[src/rtl/elevator_pkg.sv]
// rtl/elevator_pkg.sv - shared car state, floor indices and floor position helper
package elevator_pkg;

  typedef enum logic [2:0] {IDLE, UP, DN, DOOR, FAULT} car_state_t;

  localparam int FLOOR1 = 0;
  localparam int FLOOR2 = 1;
  localparam int FLOOR3 = 2;

  function automatic int floor_pos(input int floor_idx, input int travel_cyc);
    return floor_idx * travel_cyc;
  endfunction

endpackage

[src/rtl/door_timer.sv]
// rtl/door_timer.sv - door dwell timer emitting a repeating close pulse
// obstruct input present only when ELEVATOR_CAR_OBSTRUCT_EN is defined
module door_timer
  import elevator_pkg::*;
#(
  parameter int DOOR_CYC = 100
) (
  input  logic clk,
  input  logic rst,
  input  logic enable,
  input  logic clear,
`ifdef ELEVATOR_CAR_OBSTRUCT_EN
  input  logic obstruct,
`endif
  output logic close
);

  localparam int CNT_W = $clog2(DOOR_CYC + 1);
  localparam logic [CNT_W-1:0] LAST = CNT_W'(DOOR_CYC - 1);

  logic [CNT_W-1:0] cnt;
  logic             hold;

`ifdef ELEVATOR_CAR_OBSTRUCT_EN
  assign hold = clear | obstruct;
`else
  assign hold = clear;
`endif

  // The count restarts on each pulse so close repeats every DOOR_CYC cycles.
  always_ff @(posedge clk) begin
    if (rst) begin
      cnt   <= '0;
      close <= 1'b0;
    end else if (hold) begin
      cnt   <= '0;
      close <= 1'b0;
    end else if (enable) begin
      if (cnt == LAST) begin
        cnt   <= '0;
        close <= 1'b1;
      end else begin
        cnt   <= cnt + 1'b1;
        close <= 1'b0;
      end
    end else begin
      close <= 1'b0;
    end
  end

endmodule

[src/rtl/elevator_car.sv]
// rtl/elevator_car.sv - car/shaft plant model answering the elevator controller
// optional obstruct input enabled by ELEVATOR_CAR_OBSTRUCT_EN
module elevator_car
  import elevator_pkg::*;
#(
  parameter int TRAVEL_CYC = 4,
  parameter int DOOR_CYC   = 100,
  parameter int INIT_FLOOR = 0,
  parameter int POS_W      = $clog2(2*TRAVEL_CYC+1)
) (
  input  logic             clk,
  input  logic             rst,
  input  logic             up,
  input  logic             down,
  input  logic             open,
`ifdef ELEVATOR_CAR_OBSTRUCT_EN
  input  logic             obstruct,
`endif
  output logic             red1_reg,
  output logic             red2_reg,
  output logic             red3_reg,
  output logic             red1_up,
  output logic             red2_up,
  output logic             red3_up,
  output logic             red1_down,
  output logic             red2_down,
  output logic             red3_down,
  output logic             close,
  output logic [POS_W-1:0] pos,
  output logic             fault
);

  localparam logic [POS_W-1:0] P1       = POS_W'(floor_pos(FLOOR1, TRAVEL_CYC));
  localparam logic [POS_W-1:0] P2       = POS_W'(floor_pos(FLOOR2, TRAVEL_CYC));
  localparam logic [POS_W-1:0] P3       = POS_W'(floor_pos(FLOOR3, TRAVEL_CYC));
  localparam logic [POS_W-1:0] POS_INIT = POS_W'(floor_pos(INIT_FLOOR, TRAVEL_CYC));

  car_state_t       state, state_next;
  logic [POS_W-1:0] pos_next;
  logic [2:0]       up_pls, dn_pls;
  logic             at_floor;
  logic             step_up, step_dn;
  logic             door_en, door_clr;

  assign red1_reg = (pos == P1);
  assign red2_reg = (pos == P2);
  assign red3_reg = (pos == P3);
  assign at_floor = red1_reg | red2_reg | red3_reg;

  always_comb begin
    state_next = state;
    pos_next   = pos;
    case (state)
      IDLE: begin
        if (up && down)            state_next = FAULT;
        else if (up)               state_next = UP;
        else if (down)             state_next = DN;
        else if (open && at_floor) state_next = DOOR;
      end
      UP: begin
        if (down || (up && pos == P3)) state_next = FAULT;
        else if (!up)                  state_next = (open && at_floor) ? DOOR : IDLE;
        else                           pos_next   = pos + 1'b1;
      end
      DN: begin
        if (up || (down && pos == P1)) state_next = FAULT;
        else if (!down)                state_next = (open && at_floor) ? DOOR : IDLE;
        else                           pos_next   = pos - 1'b1;
      end
      DOOR: begin
        if (up || down) state_next = FAULT;
        else if (!open) state_next = IDLE;
      end
      FAULT:   state_next = FAULT;
      default: state_next = FAULT;
    endcase
  end

  assign step_up = (state == UP) && (state_next == UP);
  assign step_dn = (state == DN) && (state_next == DN);

  // Arrival pulses are registered alongside pos so they coincide with the new position.
  always_ff @(posedge clk) begin
    if (rst) begin
      state  <= IDLE;
      pos    <= POS_INIT;
      up_pls <= '0;
      dn_pls <= '0;
    end else begin
      state  <= state_next;
      pos    <= pos_next;
      up_pls <= {3{step_up}} & {pos_next == P3, pos_next == P2, pos_next == P1};
      dn_pls <= {3{step_dn}} & {pos_next == P3, pos_next == P2, pos_next == P1};
    end
  end

  assign {red3_up, red2_up, red1_up}       = up_pls;
  assign {red3_down, red2_down, red1_down} = dn_pls;
  assign fault = (state == FAULT);

  // Gating with up/down keeps close quiet on the edge that trips the interlock.
  assign door_en  = (state == DOOR) && open && !up && !down;
  assign door_clr = (state != DOOR) || !open;

  door_timer #(
    .DOOR_CYC (DOOR_CYC)
  ) u_door_timer (
    .clk      (clk),
    .rst      (rst),
    .enable   (door_en),
    .clear    (door_clr),
`ifdef ELEVATOR_CAR_OBSTRUCT_EN
    .obstruct (obstruct),
`endif
    .close    (close)
  );

endmodule

[config.mk]
export PLATFORM = sky130hd
export DESIGN_NAME = elevator_car
export DESIGN_NICKNAME = d
export VERILOG_FILES = /design/src/rtl/elevator_pkg.sv /design/src/rtl/door_timer.sv /design/src/rtl/elevator_car.sv
export SDC_FILE = /design/constraint.sdc
export NUM_CORES = 1
export LEC_CHECK = 0
export ABC_AREA = 1
export CORE_ASPECT_RATIO = 0.75
export CORE_MARGIN = 2
export CORE_UTILIZATION = 50
export CTS_CLUSTER_DIAMETER = 60
export DETAILED_ROUTE_END_ITERATION = 10
export GPL_TIMING_DRIVEN = 0
export PLACE_DENSITY = 0.72
export SLEW_MARGIN = 10
export SYNTH_ARGS = -nofsm -noshare
export SYNTH_HDL_FRONTEND = slang
export SYNTH_SLANG_ARGS = --single-unit
[constraint.sdc]
create_clock -name clk -period 2.3 [get_ports clk]
set_clock_uncertainty 0.15 [all_clocks]
set_input_delay 0.46 -clock clk [delete_from_list [all_inputs] [get_ports clk]]
set_output_delay 0.46 -clock clk [all_outputs]
set_load 0.05 [all_outputs]
==> impl_metrics.json <==
{
  "outcome": "finished clean",
  "fin_crit_sh_pct": 95.2,
  "yosysSeqAreaShare_pct": 33.6,
  "startpoint_type": "flop",
  "die_w_um": 61.8,
  "drt_pass1_iterations": 4,
  "grt_start_max_net_pins": 13,
  "hold_end": "pos[0]",
  "drc_errors": 0,
  "worstSkewPairLatency_ps": 300,
  "r2r_slack_ps": 400,
  "p_sw_share_pct": 28.7,
  "area_growth_pct": 19.5,
  "seqPwrFrac_pct": 57.9,
  "vias_per_cell": 5.07,
  "antenna_found_initial": 0,
  "layout-drive-gt1-share_pct": 17.6,
  "path_delay_family": "buffers and inverters",
  "cts_sinks": 21,
  "clock_tree.root_cell": "clkbuf_4",
  "min_from": "rst",
  "clk_pin_slew_ps": 120,
  "die-area_um2": 2920,
  "final_nets": 213,
  "yosys.area.top_type": "dfxtp_1",
  "p_clk_share_pct": 26.6,
  "leakage_nw": 0.638,
  "syn_inst": 182,
  "crit_chain": "clkdlybuf4s50_1",
  "overflow": 0,
  "drt-total-wl_um": 2750,
  "synth_edf_count": 0,
  "ant_nets": 0,
  "synth_top_family_by_area": "simple AND/OR/NAND/NOR gates",
  "critPathBufInv": 1,
  "yosysTopAreaCellShare_pct": 33.6,
  "worstHoldPathCells": 2,
  "ys_ff_latch": 21,
  "r2r_cells": 10,
  "worst_pin_slew_ps": 512,
  "slew_headroom_pct": 65.8,
  "io_pins": 20,
  "avgSynthCellArea_um2": 6.87,
  "vdd_drop_max_v": 0.000286,
  "postCtsHoldBufs": 0,
  "gp_congestion": 0.882,
  "synthesis.area_um2": 1250,
  "initialDrtViolationCount": 54,
  "p_switching_mw": 0.187,
  "cap_violations": 0,
  "hp-class": "in2reg",
  "coreArea_um2": 2330,
  "slew_violations": 0,
  "fillCellCount": 229,
  "avgRoutedWirePerCell_um": 11.6,
  "tns_ps": 0,
  "max_stage_delay_ps": 840,
  "grt_pass1_vias": 997,
  "synthMuxAreaShare_pct": 0,
  "hold_violations": 0,
  "r2r_start": "pos[1]",
  "syn-num-nets": 190,
  "vias": 1207,
  "fin_crit_ps": 2190,
  "setup_violations": 0,
  "async_flop_share_pct": 0,
  "yosysWarnings": 0,
  "synth_top_flop_cell": "dfxtp_1",
  "grt_use_total_pct": 21.1,
  "die_height_um": 47.3,
  "end_kind": "output pin",
  "yosys.area_share.simple_pct": 43.5,
  "cp.required_ps": 1690,
  "synth_area_leaders": "dfxtp_1, nand2_1, nand3_1",
  "max_freq_mhz": 457,
  "synth_fa_ha_area_share_pct": 3.00,
  "cp.arrival_ps": 1580,
  "total_power_mw": 0.653,
  "dp.final_hpwl_um": 2160,
  "synth_compound_area_share_pct": 9.80,
  "pwr-share-comb_pct": 15.5,
  "synth.most_common_cell": "nand2_1",
  "synth_common_cells": "nand2_1, dfxtp_1, inv_1, nor2_1, nand3_1",
  "start_util_pct": 53.8,
  "tritoncts": "yes",
  "crit_slowest_cell": "clkdlybuf4s50_1",
  "synthXorXnorAreaFrac_pct": 0.700,
  "h-tree-depth": 1,
  "intPower_mw": 0.466,
  "synth.distinct_cells": 27,
  "path_class": "reg2out",
  "fp-row-count": 15,
  "grt_pass1_wl_um": 4510,
  "powerDensity_nw_per_um2": 437,
  "cts_setup_buffers": 0,
  "numPortBuffers": 18,
  "cp_max_fo": 5,
  "antenna_cells": 0,
  "rsz0062_at_grt": "false",
  "clockBufferDepth": 2,
  "cts_buffers": 3,
  "r2r-end": "dn_pls[0]"
}
-- cell families (layout without fill, tap and decap cells) --
| family | Yosys count | count (layout) |
|---|---|---|
| buf+inv | 30 | 52 |
| fa+ha+maj | 3 | 3 |
| flops | 21 | 21 |
| simple gates | 105 | 105 |
| compound gates | 22 | 22 |
| xor+xnor | 1 | 1 |
-- layout make-up --
cell class              count  area, um^2  share of cell area (%)
multi-input cells         131         718                    48.0
clock inverters             1        5.00                   0.335
inverters                  29         110                    7.36
flip-flops and latches     21         422                    28.2
clock buffers               3        22.5                    1.51
well taps                  34        42.5                    2.85
plain buffers               1        7.51                   0.502
repair buffers             18         168                    11.2
-- stage by stage --
stage               util, %  setup WS (ps)  area, um^2  cells  hold slack (ps)
detailed placement     63.5          -94.6        1480    234              330
global route           64.2           21.2        1500    238              213
global placement       63.5          -80.8        1480    234              327
finish                 64.2            111        1500    238              229
CTS                    64.8          -22.9        1510    238              229
floorplan                 -            132        1260    182              313
-- layer usage --
layer  routed length [um]  part of all wire (%)  GRT usage, %
met1                 1490                    54          31.4
met2                 1090                    40          31.2
met3                  153                   5.6          4.96
met4                   21                  0.76          4.26
met5                    0                     0             0
-- flip-flops by register name, indices dropped and copies added (netlist names) --
signal,cells
dn_pls,3
pos,4
u_door_timer.close,1
u_door_timer.cnt,7
state,3
up_pls,3
-- power groups by stage --
stage          combinational (mW)  sequential, mW  clock (mW)
6_report                    0.101           0.378       0.174
5_1_grt                     0.111           0.379       0.200
4_1_cts                     0.101           0.378       0.184
3_5_place_dp                0.102           0.386           0
3_3_place_gp                0.101           0.386           0
2_1_floorplan              0.0695           0.389           0
-- repair_timing --
item | CTS | global route
resized for setup | 11 | 9
hold endpoints to repair | 0 | 0
cloned | 0 | 0
setup endpoints to repair | 5 | 5
-- worst max path at each step --
stage                       from  endpoint  slack (ps)  depth (start not counted)
after floorplan           pos[1]  red2_reg         130                          4
after global placement    pos[0]  red1_reg         -80                          5
after detailed placement  pos[0]  red1_reg         -90                          5
after CTS                 pos[0]  red1_reg         -20                          5
after global routing      pos[1]  red1_reg          20                          5
final                     pos[1]    pos[1]         110                          1
-- cells in the final DEF, fill, tap and decap left out, drive strengths merged --
master | Yosys | layout
nand4 | 7 | 7
clkinv | 2 | 3
nand3 | 21 | 21
nor2 | 25 | 25
dlymetal6s2s | 0 | 1
buf | 1 | 3
o211ai | 1 | 1
o21ai | 8 | 8
a211oi | 1 | 1
nor3b | 1 | 1
a21oi | 12 | 12
nand2 | 40 | 40
dfxtp | 21 | 21
clkbuf | 0 | 4
inv | 27 | 27
dlygate4sd2 | 0 | 2
or2 | 1 | 1
nor3 | 10 | 10
ha | 3 | 3
clkdlybuf4s50 | 0 | 12
xor2 | 1 | 1
Note: power is estimated with default switching activity, not from simulation.
